## config.mk

```make
export PLATFORM = sky130hd
export DESIGN_NAME = dphy_lane_src_mux_flat
export DESIGN_NICKNAME = d
export VERILOG_FILES = /design/src/rtl/dphy_lane_src_mux_if.sv /design/src/rtl/dphy_lane_src_mux.sv /design/src/flat_wrapper.sv
export SDC_FILE = /design/constraint.sdc
export NUM_CORES = 1
export LEC_CHECK = 0
export CORE_MARGIN = 5
export CORE_UTILIZATION = 36
export CTS_BUF_LIST = sky130_fd_sc_hd__clkbuf_16
export DETAILED_ROUTE_END_ITERATION = 8
export PLACE_DENSITY = 0.79
export SKIP_CTS_REPAIR_TIMING = 1
export SLEW_MARGIN = 20
export SYNTH_ARGS = -nofsm -noshare
export SYNTH_HDL_FRONTEND = slang
export SYNTH_SLANG_ARGS = --single-unit
export TNS_END_PERCENT = 100
```

## constraint.sdc

```tcl
create_clock -name clk -period 2.1 [get_ports clk]
set_clock_uncertainty 0.1 [all_clocks]
set_input_delay 0.42 -clock clk [delete_from_list [all_inputs] [get_ports clk]]
set_output_delay 0.42 -clock clk [all_outputs]
set_load 0.02 [all_outputs]
```

## src/rtl/dphy_lane_src_mux_if.sv

```systemverilog
// rtl/dphy_lane_src_mux_if.sv - source/lane bus bundle for the lane source mux
//
// Signals:
//   in_data   N*W  source data; source k occupies bits [k*W +: W]
//   in_valid  N    per-source beat valid
//   in_last   N    per-source last beat of burst, qualified by in_valid
//   out_data  W    registered lane data toward the serializer
//   out_valid 1    registered lane valid
//   out_last  1    registered lane last
// Modports:
//   master  upstream side: drives sources, observes the lane
//   slave   the mux: samples sources, drives the lane
interface dphy_lane_src_mux_if #(
    parameter int W = 8,
    parameter int N = 4
);
    logic [N*W-1:0] in_data;
    logic [N-1:0]   in_valid;
    logic [N-1:0]   in_last;
    logic [W-1:0]   out_data;
    logic           out_valid;
    logic           out_last;

    modport master (
        output in_data, in_valid, in_last,
        input  out_data, out_valid, out_last
    );

    modport slave (
        input  in_data, in_valid, in_last,
        output out_data, out_valid, out_last
    );
endinterface

```

## src/rtl/dphy_lane_src_mux.sv

```systemverilog
// rtl/dphy_lane_src_mux.sv - burst-aware registered N:1 lane source multiplexer
//
// Ports:
//   clk           lane byte clock, rising edge
//   rst_n         asynchronous active-low reset
//   lane          source inputs and registered lane outputs (slave modport)
//   sel_req_en_i  one-cycle strobe requesting a switch to sel_req_i
//   sel_req_i     requested source index (ignored when >= N)
//   sel_ack_o     one-cycle pulse when the pending request is applied
//   cur_sel_o     currently selected source
//   busy_o        high while a burst is in progress
//   drop_o        one-cycle pulse when a selected-source beat is discarded
module dphy_lane_src_mux #(
    parameter int W        = 8,
    parameter int N        = 4,
    parameter int INIT_SEL = 0,
    localparam int SW      = $clog2(N)
) (
    input  logic                  clk,
    input  logic                  rst_n,
    dphy_lane_src_mux_if.slave    lane,
    input  logic                  sel_req_en_i,
    input  logic [SW-1:0]         sel_req_i,
    output logic                  sel_ack_o,
    output logic [SW-1:0]         cur_sel_o,
    output logic                  busy_o,
    output logic                  drop_o
);
    localparam logic [1:0] ST_IDLE   = 2'd0;
    localparam logic [1:0] ST_PASS   = 2'd1;
    localparam logic [1:0] ST_SWITCH = 2'd2;

    logic [1:0]    state_q, state_d;
    logic [SW-1:0] cur_sel_q, cur_sel_d;
    logic [SW-1:0] pending_sel_q, pending_sel_d;
    logic          pending_q, pending_d;
    logic [W-1:0]  out_data_q, out_data_d;
    logic          out_valid_q, out_valid_d;
    logic          out_last_q, out_last_d;
    logic          sel_ack_q, sel_ack_d;
    logic          drop_q, drop_d;

    logic          sel_valid;
    logic          sel_last;
    logic [W-1:0]  sel_data;
    logic          req_ok;
    logic          same_src;

    // Selected-source view; a compare loop keeps indexing in range for any N.
    always_comb begin
        sel_valid = 1'b0;
        sel_last  = 1'b0;
        sel_data  = '0;
        for (int k = 0; k < N; k++) begin
            if (cur_sel_q == SW'(k)) begin
                sel_valid = lane.in_valid[k];
                sel_last  = lane.in_last[k];
                sel_data  = lane.in_data[k*W +: W];
            end
        end
    end

    assign req_ok   = sel_req_en_i && (int'(sel_req_i) < N);
    assign same_src = (pending_sel_q == cur_sel_q);

    always_comb begin
        state_d       = state_q;
        cur_sel_d     = cur_sel_q;
        pending_sel_d = pending_sel_q;
        pending_d     = pending_q;
        out_data_d    = out_data_q;
        out_valid_d   = 1'b0;
        out_last_d    = 1'b0;
        sel_ack_d     = 1'b0;
        drop_d        = 1'b0;

        case (state_q)
            ST_IDLE: begin
                if (pending_q) begin
                    // Switch wins over a colliding beat; the beat is lost.
                    cur_sel_d = pending_sel_q;
                    sel_ack_d = 1'b1;
                    pending_d = 1'b0;
                    drop_d    = sel_valid;
                    state_d   = same_src ? ST_IDLE : ST_SWITCH;
                end else if (sel_valid) begin
                    out_data_d  = sel_data;
                    out_valid_d = 1'b1;
                    out_last_d  = sel_last;
                    state_d     = sel_last ? ST_IDLE : ST_PASS;
                end
            end
            ST_PASS: begin
                if (sel_valid) begin
                    out_data_d  = sel_data;
                    out_valid_d = 1'b1;
                    out_last_d  = sel_last;
                    if (sel_last) begin
                        if (pending_q) begin
                            // Apply on the closing edge so the ack lines up
                            // with the last beat on the lane.
                            cur_sel_d = pending_sel_q;
                            sel_ack_d = 1'b1;
                            pending_d = 1'b0;
                            state_d   = same_src ? ST_IDLE : ST_SWITCH;
                        end else begin
                            state_d = ST_IDLE;
                        end
                    end
                end
            end
            ST_SWITCH: begin
                state_d = ST_IDLE;
            end
            default: begin
                state_d = ST_IDLE;
            end
        endcase

        // Capture after the apply so a request arriving on the apply cycle
        // survives as the next pending request.
        if (req_ok) begin
            pending_d     = 1'b1;
            pending_sel_d = sel_req_i;
        end
    end

    always_ff @(posedge clk or negedge rst_n) begin
        if (!rst_n) begin
            state_q       <= ST_IDLE;
            cur_sel_q     <= SW'(INIT_SEL);
            pending_sel_q <= '0;
            pending_q     <= 1'b0;
            out_data_q    <= '0;
            out_valid_q   <= 1'b0;
            out_last_q    <= 1'b0;
            sel_ack_q     <= 1'b0;
            drop_q        <= 1'b0;
        end else begin
            state_q       <= state_d;
            cur_sel_q     <= cur_sel_d;
            pending_sel_q <= pending_sel_d;
            pending_q     <= pending_d;
            out_data_q    <= out_data_d;
            out_valid_q   <= out_valid_d;
            out_last_q    <= out_last_d;
            sel_ack_q     <= sel_ack_d;
            drop_q        <= drop_d;
        end
    end

    assign lane.out_data  = out_data_q;
    assign lane.out_valid = out_valid_q;
    assign lane.out_last  = out_last_q;
    assign sel_ack_o      = sel_ack_q;
    assign cur_sel_o      = cur_sel_q;
    assign busy_o         = (state_q == ST_PASS);
    assign drop_o         = drop_q;
endmodule

```

## src/flat_wrapper.sv

```systemverilog
// flat-port wrapper written by rule: the top's interface ports become plain ports
module dphy_lane_src_mux_flat 
#(
    parameter int W        = 8,
    parameter int N        = 4,
    parameter int INIT_SEL = 0,
    localparam int SW      = $clog2(N)
)
  (clk, rst_n, sel_req_en_i, sel_req_i, sel_ack_o, cur_sel_o, busy_o, drop_o, lane_in_data, lane_in_valid, lane_in_last, lane_out_data, lane_out_valid, lane_out_last);
  dphy_lane_src_mux_if #(.W(W), .N(N)) lane_i ();
  input  logic clk;
  input  logic rst_n;
  input  logic sel_req_en_i;
  input  logic [SW-1:0] sel_req_i;
  output logic sel_ack_o;
  output logic [SW-1:0] cur_sel_o;
  output logic busy_o;
  output logic drop_o;
  input wire logic [$bits(lane_i.in_data)-1:0] lane_in_data;
  input wire logic [$bits(lane_i.in_valid)-1:0] lane_in_valid;
  input wire logic [$bits(lane_i.in_last)-1:0] lane_in_last;
  output wire logic [$bits(lane_i.out_data)-1:0] lane_out_data;
  output wire logic [$bits(lane_i.out_valid)-1:0] lane_out_valid;
  output wire logic [$bits(lane_i.out_last)-1:0] lane_out_last;
  assign lane_i.in_data = lane_in_data;
  assign lane_i.in_valid = lane_in_valid;
  assign lane_i.in_last = lane_in_last;
  assign lane_out_data = lane_i.out_data;
  assign lane_out_valid = lane_i.out_valid;
  assign lane_out_last = lane_i.out_last;
  dphy_lane_src_mux #(.W(W), .N(N), .INIT_SEL(INIT_SEL)) u_core (.clk(clk), .rst_n(rst_n), .lane(lane_i), .sel_req_en_i(sel_req_en_i), .sel_req_i(sel_req_i), .sel_ack_o(sel_ack_o), .cur_sel_o(cur_sel_o), .busy_o(busy_o), .drop_o(drop_o));
endmodule
```

=== Yosys cells after proc, flatten, opt, wreduce, memory -nomap -nowiden ===
Cells that the tools add are included.

* Register bits: 19
* Latch bits: 0
* RAM bits: 0
* ROM bits: 0
* Output and inout bits: 15
* Logic and storage cells: 71
* Memories kept: 0

* Add/subtract/negate cells: 0
* Multiply operators: 0
* Div/mod/pow operators: 0
* Order comparisons: 0
* Eq/ne operators: 11
* Shifts and indexed selects: 0
* Mux-type cells: 43
* Bitwise gates (word level): 0
* Reductions and logical operators: 8

{| class="wikitable"
|+ Operators by type and width
! kind !! count
|-
| $mux W8 || 6
|-
| $mux W1 || 21
|-
| $mux W2 || 9
|-
| $pmux W8 S2 || 1
|-
| $reduce_and A3 Y1 || 3
|-
| $pmux W1 S2 || 4
|-
| $pmux W2 S2 || 2
|-
| $ne A3 B2 Y1 const B || 2
|-
| $eq A2 B1 Y1 const B || 2
|-
| $eq A2 B2 Y1 const B || 2
|-
| $logic_not A2 Y1 || 2
|-
| $ne A2 B1 Y1 const B || 2
|-
| $ne A3 B1 Y1 const B || 1
|-
| $reduce_bool A3 Y1 || 1
|-
| $eq A2 B2 Y1 || 1
|-
| $ne A2 B2 Y1 const B || 1
|-
| $reduce_and A2 Y1 || 1
|-
| $reduce_bool A2 Y1 || 1
|}

=== Depth between registers and ports, before layout ===
Gate-level depths: netlist of run 1.

* Word-level depth: 9
* Gate-level depth with buffers: 4
* Gate-level depth less buffers: 4

=== Worst setup path after synthesis of run 1 ===
OpenSTA, ideal clock, no wires.

* Kind: register to register
* Start: register u_core.cur_sel_q[0], in the netlist u_core.cur_sel_o[0]
* End: register u_core.out_data_q[0], in the netlist u_core.lane.out_data[0]
* Setup time: 0.125 ns
* Arrival time: 1.614 ns
* Required time: 1.875 ns
* Slack: 0.262 ns
* Stages on the path, launching flop included: 4
* Path through: dfrtp_1 -> mux4_2 -> nand2_2 -> mux2_2

* Longest elaborated chain between the ends: 8

{| class="wikitable"
|+ RTL lines
! element !! RTL line !! source
|-
| from (decl) || dphy_lane_src_mux.sv:34 || <nowiki>logic [SW-1:0] cur_sel_q, cur_sel_d;</nowiki>
|-
| from (signal assigned) || dphy_lane_src_mux.sv:131 || <nowiki>cur_sel_q <= SW'(INIT_SEL);</nowiki>
|-
| from (signal assigned) || dphy_lane_src_mux.sv:141 || <nowiki>cur_sel_q <= cur_sel_d;</nowiki>
|-
| $logic_not A2 Y1 || dphy_lane_src_mux.sv:55 || <nowiki>if (cur_sel_q == SW'(k)) begin</nowiki>
|-
| $mux W8 or $mux W1 (tied branches) (4 in series) || dphy_lane_src_mux.sv:55 ||
|-
| $mux W8 (*) || dphy_lane_src_mux.sv:86, dphy_lane_src_mux.sv:94 ||
|-
| $mux W8 || dphy_lane_src_mux.sv:79 || <nowiki>if (pending_q) begin</nowiki>
|-
| $pmux W8 S2 (*) || dphy_lane_src_mux.sv:77 || <nowiki>case (state_q)</nowiki>
|-
| to (signal assigned) || dphy_lane_src_mux.sv:144 || <nowiki>out_data_q <= out_data_d;</nowiki>
|-
| to (decl) || dphy_lane_src_mux.sv:37 || <nowiki>logic [W-1:0] out_data_q, out_data_d;</nowiki>
|}

Every way passes the cells marked *; elsewhere a longest branch is shown, timed or not. The select of a mux whose other input is x is not followed.
A chain may end at the register's enable or synchronous reset.

=== Final worst setup path of run 1 ===
* Start: input lane_in_valid[3]
* End: register u_core.out_data_q[1], in the netlist u_core.lane.out_data[1]

* Longest elaborated chain between the ends: 4

{| class="wikitable"
|+ RTL lines
! element !! RTL line !! source
|-
| from (decl) || flat_wrapper.sv:20 || <nowiki>input wire logic [$bits(lane_i.in_valid)-1:0] lane_in_valid;</nowiki>
|-
| $mux W1 (*) || dphy_lane_src_mux.sv:55 ||
|-
| $mux W8 (*) || n/a ||
|-
| $mux W8 || n/a ||
|-
| $pmux W8 S2 (*) || n/a ||
|}

Marks and branches as above.

==> impl_results.md, run 1 <==
- Initial antenna violation count: 0
- Gpl congestion: 0.720
- Leak: 0.704 nW
- Unrepaired setup endpoints after global routing: false
- CP arrival: 1910 ps
- 1st-iter DRT viols: 7
- Root buf cell: clkbuf_16
- WS Path Type: input port to flop
- Die Wd: 62.0 µm
- Via count: 792
- Syn. warnings: 0
- Mapped Avg Cell Area: 15.9 µm²
- IR drop worst, VDD: 0.877 mV
- Final count of hold timing violations: 0
- Startpoint Class: input port
- Core region area: 0.00252 mm²
- Power Density: 1350 mW/mm²
- Max clock buf depth: 2
- Fin crit period: 1880 ps
- Slew @ Worst Pin: 234 ps
- Synthesized cell area: 972 µm²
- Max cap viols: 0
- Flops & latches, synth: 19
- Antenna diode count: 0
- Synthesized net count: 106
- Antenna viol nets, final: 0
- Worst setup EP type: flop
- Routed length per instance: 16.0 µm
- Register area share after synthesis: 0.489
- CTS tree: done
- Die area: 0.00384 mm²
- Post-DP HPWL: 2100 µm
- CTS sink cnt: 19
- Clock-pin slew on the worst setup and hold paths: 50 ps
- TritonRoute pass-1 iters: 3
- First-pass GRT wire length: 3770 µm
- Initial Util: 0.385
- Nets: 172
- Fin crit share: 0.893
- Routed vias/inst: 5.08
- Ports: 60
- Area Overhead vs Synth: 75.2%
- Max Transition Viols Final: 0
- Worst skew pair latency: 250 ps
- Design Power: 2.31 mW
- Num CTS Buffers: 3
- Htree depth: 1
- Share of layout cells above drive strength 1: 0.254
- Total wire length: 2500 µm
- Fin Setup TNS: 0 ps
- Final Cell Area: 0.00170 mm²
- Pin count of the biggest net entering global routing: 20
- Max-slew headroom: 0.844
- HP Class: input port to asynchronous set/reset pin
- DP Area: 0.00162 mm²
- Final setup violation count: 0
- Max Fclk: 533 MHz
- Synth unique cells: 18
- Grt total ovfl: 0
- Die height: 62.0 µm
- Total GRT Usage: 0.139
- Syn Inst Count: 61
- Vias in the first global route: 854
- Required time of the critical path: 2130 ps
- DRC Markers: 0
- # port buffers: 59
- Status: completed
- Core Rows: 18
- Worst-path maximum fanout: 9
-- flip-flops by register name (all words and copies together) (netlist names) --
| name | cells |
|---|---|
| u_core.cur_sel_o | 2 |
| u_core.lane.out_valid | 1 |
| u_core.drop_o | 1 |
| u_core.pending_sel_q | 2 |
| u_core.lane.out_data | 8 |
| u_core.lane.out_last | 1 |
| u_core.pending_q | 1 |
| u_core.state_q | 2 |
| u_core.sel_ack_o | 1 |
-- power by group --
part | leakage (nW) | internal [mW] | total [mW] | switching (mW)
Clock | 0.0423 | 0.253 | 0.379 | 0.126
Combinational | 0.431 | 0.741 | 1.29 | 0.549
Sequential | 0.231 | 0.531 | 0.639 | 0.108
-- placed cells by master (no fill, tap or decap) --
master,count
dfrtp_1,19
a211oi_1,1
clkbuf_16,3
nor3b_1,1
a21oi_4,1
dlymetal6s2s_1,1
xnor2_1,2
mux2_4,2
nand2b_1,2
a21boi_0,1
nand2_2,2
a21oi_1,1
clkdlybuf4s50_1,58
buf_4,4
a221oi_1,1
and3_1,1
mux2_2,10
mux4_2,10
nor2_1,3
inv_1,3
-- through the flow --
step / cells / worst slack [ps] / hold WS (ps) / util
finish: 156 / 225 / 401 / 0.675
global route: 156 / 171 / 407 / 0.675
CTS: 156 / 64.0 / 404 / 0.674
detailed placement: 152 / -54.3 / 392 / 0.643
global placement: 152 / -6.03 / 390 / 0.643
floorplan: 61 / 262 / 24.4 / -
-- worst max-delay path: stages --
cell,delay [ps]
clkdlybuf4s50_1,390
mux4_2,520
nand2_2,200
mux2_2,360
-- path summary, 6_finish.rpt --
check	cells past startpoint	startpoint	slack (ps)	endpoint
setup reg to reg	3	u_core.cur_sel_o[0]$_DFFE_PN0P_	310	u_core.lane.out_data[1]$_DFFE_PN0P_
min in group clk	1	u_core.lane.out_data[7]$_DFFE_PN0P_	400	u_core.lane.out_data[7]$_DFFE_PN0P_
hold reg to reg	1	u_core.lane.out_data[7]$_DFFE_PN0P_	400	u_core.lane.out_data[7]$_DFFE_PN0P_
setup / recovery	4	lane_in_valid[3]	220	u_core.lane.out_data[1]$_DFFE_PN0P_
max in group asynchronous	2	rst_n	1300	u_core.drop_o$_DFF_PN0_
hold / removal	2	rst_n	400	u_core.sel_ack_o$_DFF_PN0_
-- final cells by class --
cell class,count,area (µm²)
fillers,200,820
repair buffers,63,623
multi-input cells,38,480
flip-flops and latches,19,475
clock buffers,3,75.1
well taps,30,37.5
inverters,2,7.51
clock inverters,1,3.75
-- routing by layer --
layer / vias up / track usage / wire length [µm]
li1: 364 / - / -
met1: 389 / 0.143 / 893
met2: 35 / 0.259 / 1320
met3: 4 / 0.0289 / 232
met4: 0 / 0.0788 / 50
met5: - / 0 / 0
-- kinds of logic (layout without fill, tap and decap cells) --
kind of cell | after synthesis | in the layout | synth area share
mux | 22 | 22 | 0.378
flops | 19 | 19 | 0.489
simple gates | 9 | 9 | 0.0515
compound gates | 5 | 5 | 0.0463
buf+inv | 4 | 69 | 0.0167
xor+xnor | 2 | 2 | 0.0180
-- Yosys cell counts --
library cell / n / area [µm²]
dfrtp_1: 19 / 475
mux2_2: 10 / 113
mux4_2: 10 / 225
nor2_1: 3 / 11.3
inv_1: 2 / 7.51
mux2_4: 2 / 30.0
nand2_2: 2 / 12.5
nand2b_1: 2 / 12.5
xnor2_1: 2 / 17.5
a211oi_1: 1 / 7.51
a21boi_0: 1 / 7.51
a21oi_1: 1 / 5.00
a21oi_4: 1 / 16.3
a221oi_1: 1 / 8.76
and3_1: 1 / 6.26
buf_2: 1 / 5.00
clkbuf_1: 1 / 3.75
nor3b_1: 1 / 7.51
Power figures use the tool's default switching activity.
==> run 2: changes to the inputs <==
Settings changed: CTS_CLUSTER_DIAMETER set to 120.
==> results of run 2 <==
No change in the layout: final DEF, timing and power equal those of run 1.
==> run 3: changes to the inputs <==
Settings changed: SKIP_CTS_REPAIR_TIMING 1 to unset.
==> results of run 3 <==
No change in the layout: final DEF, timing and power equal those of run 1.
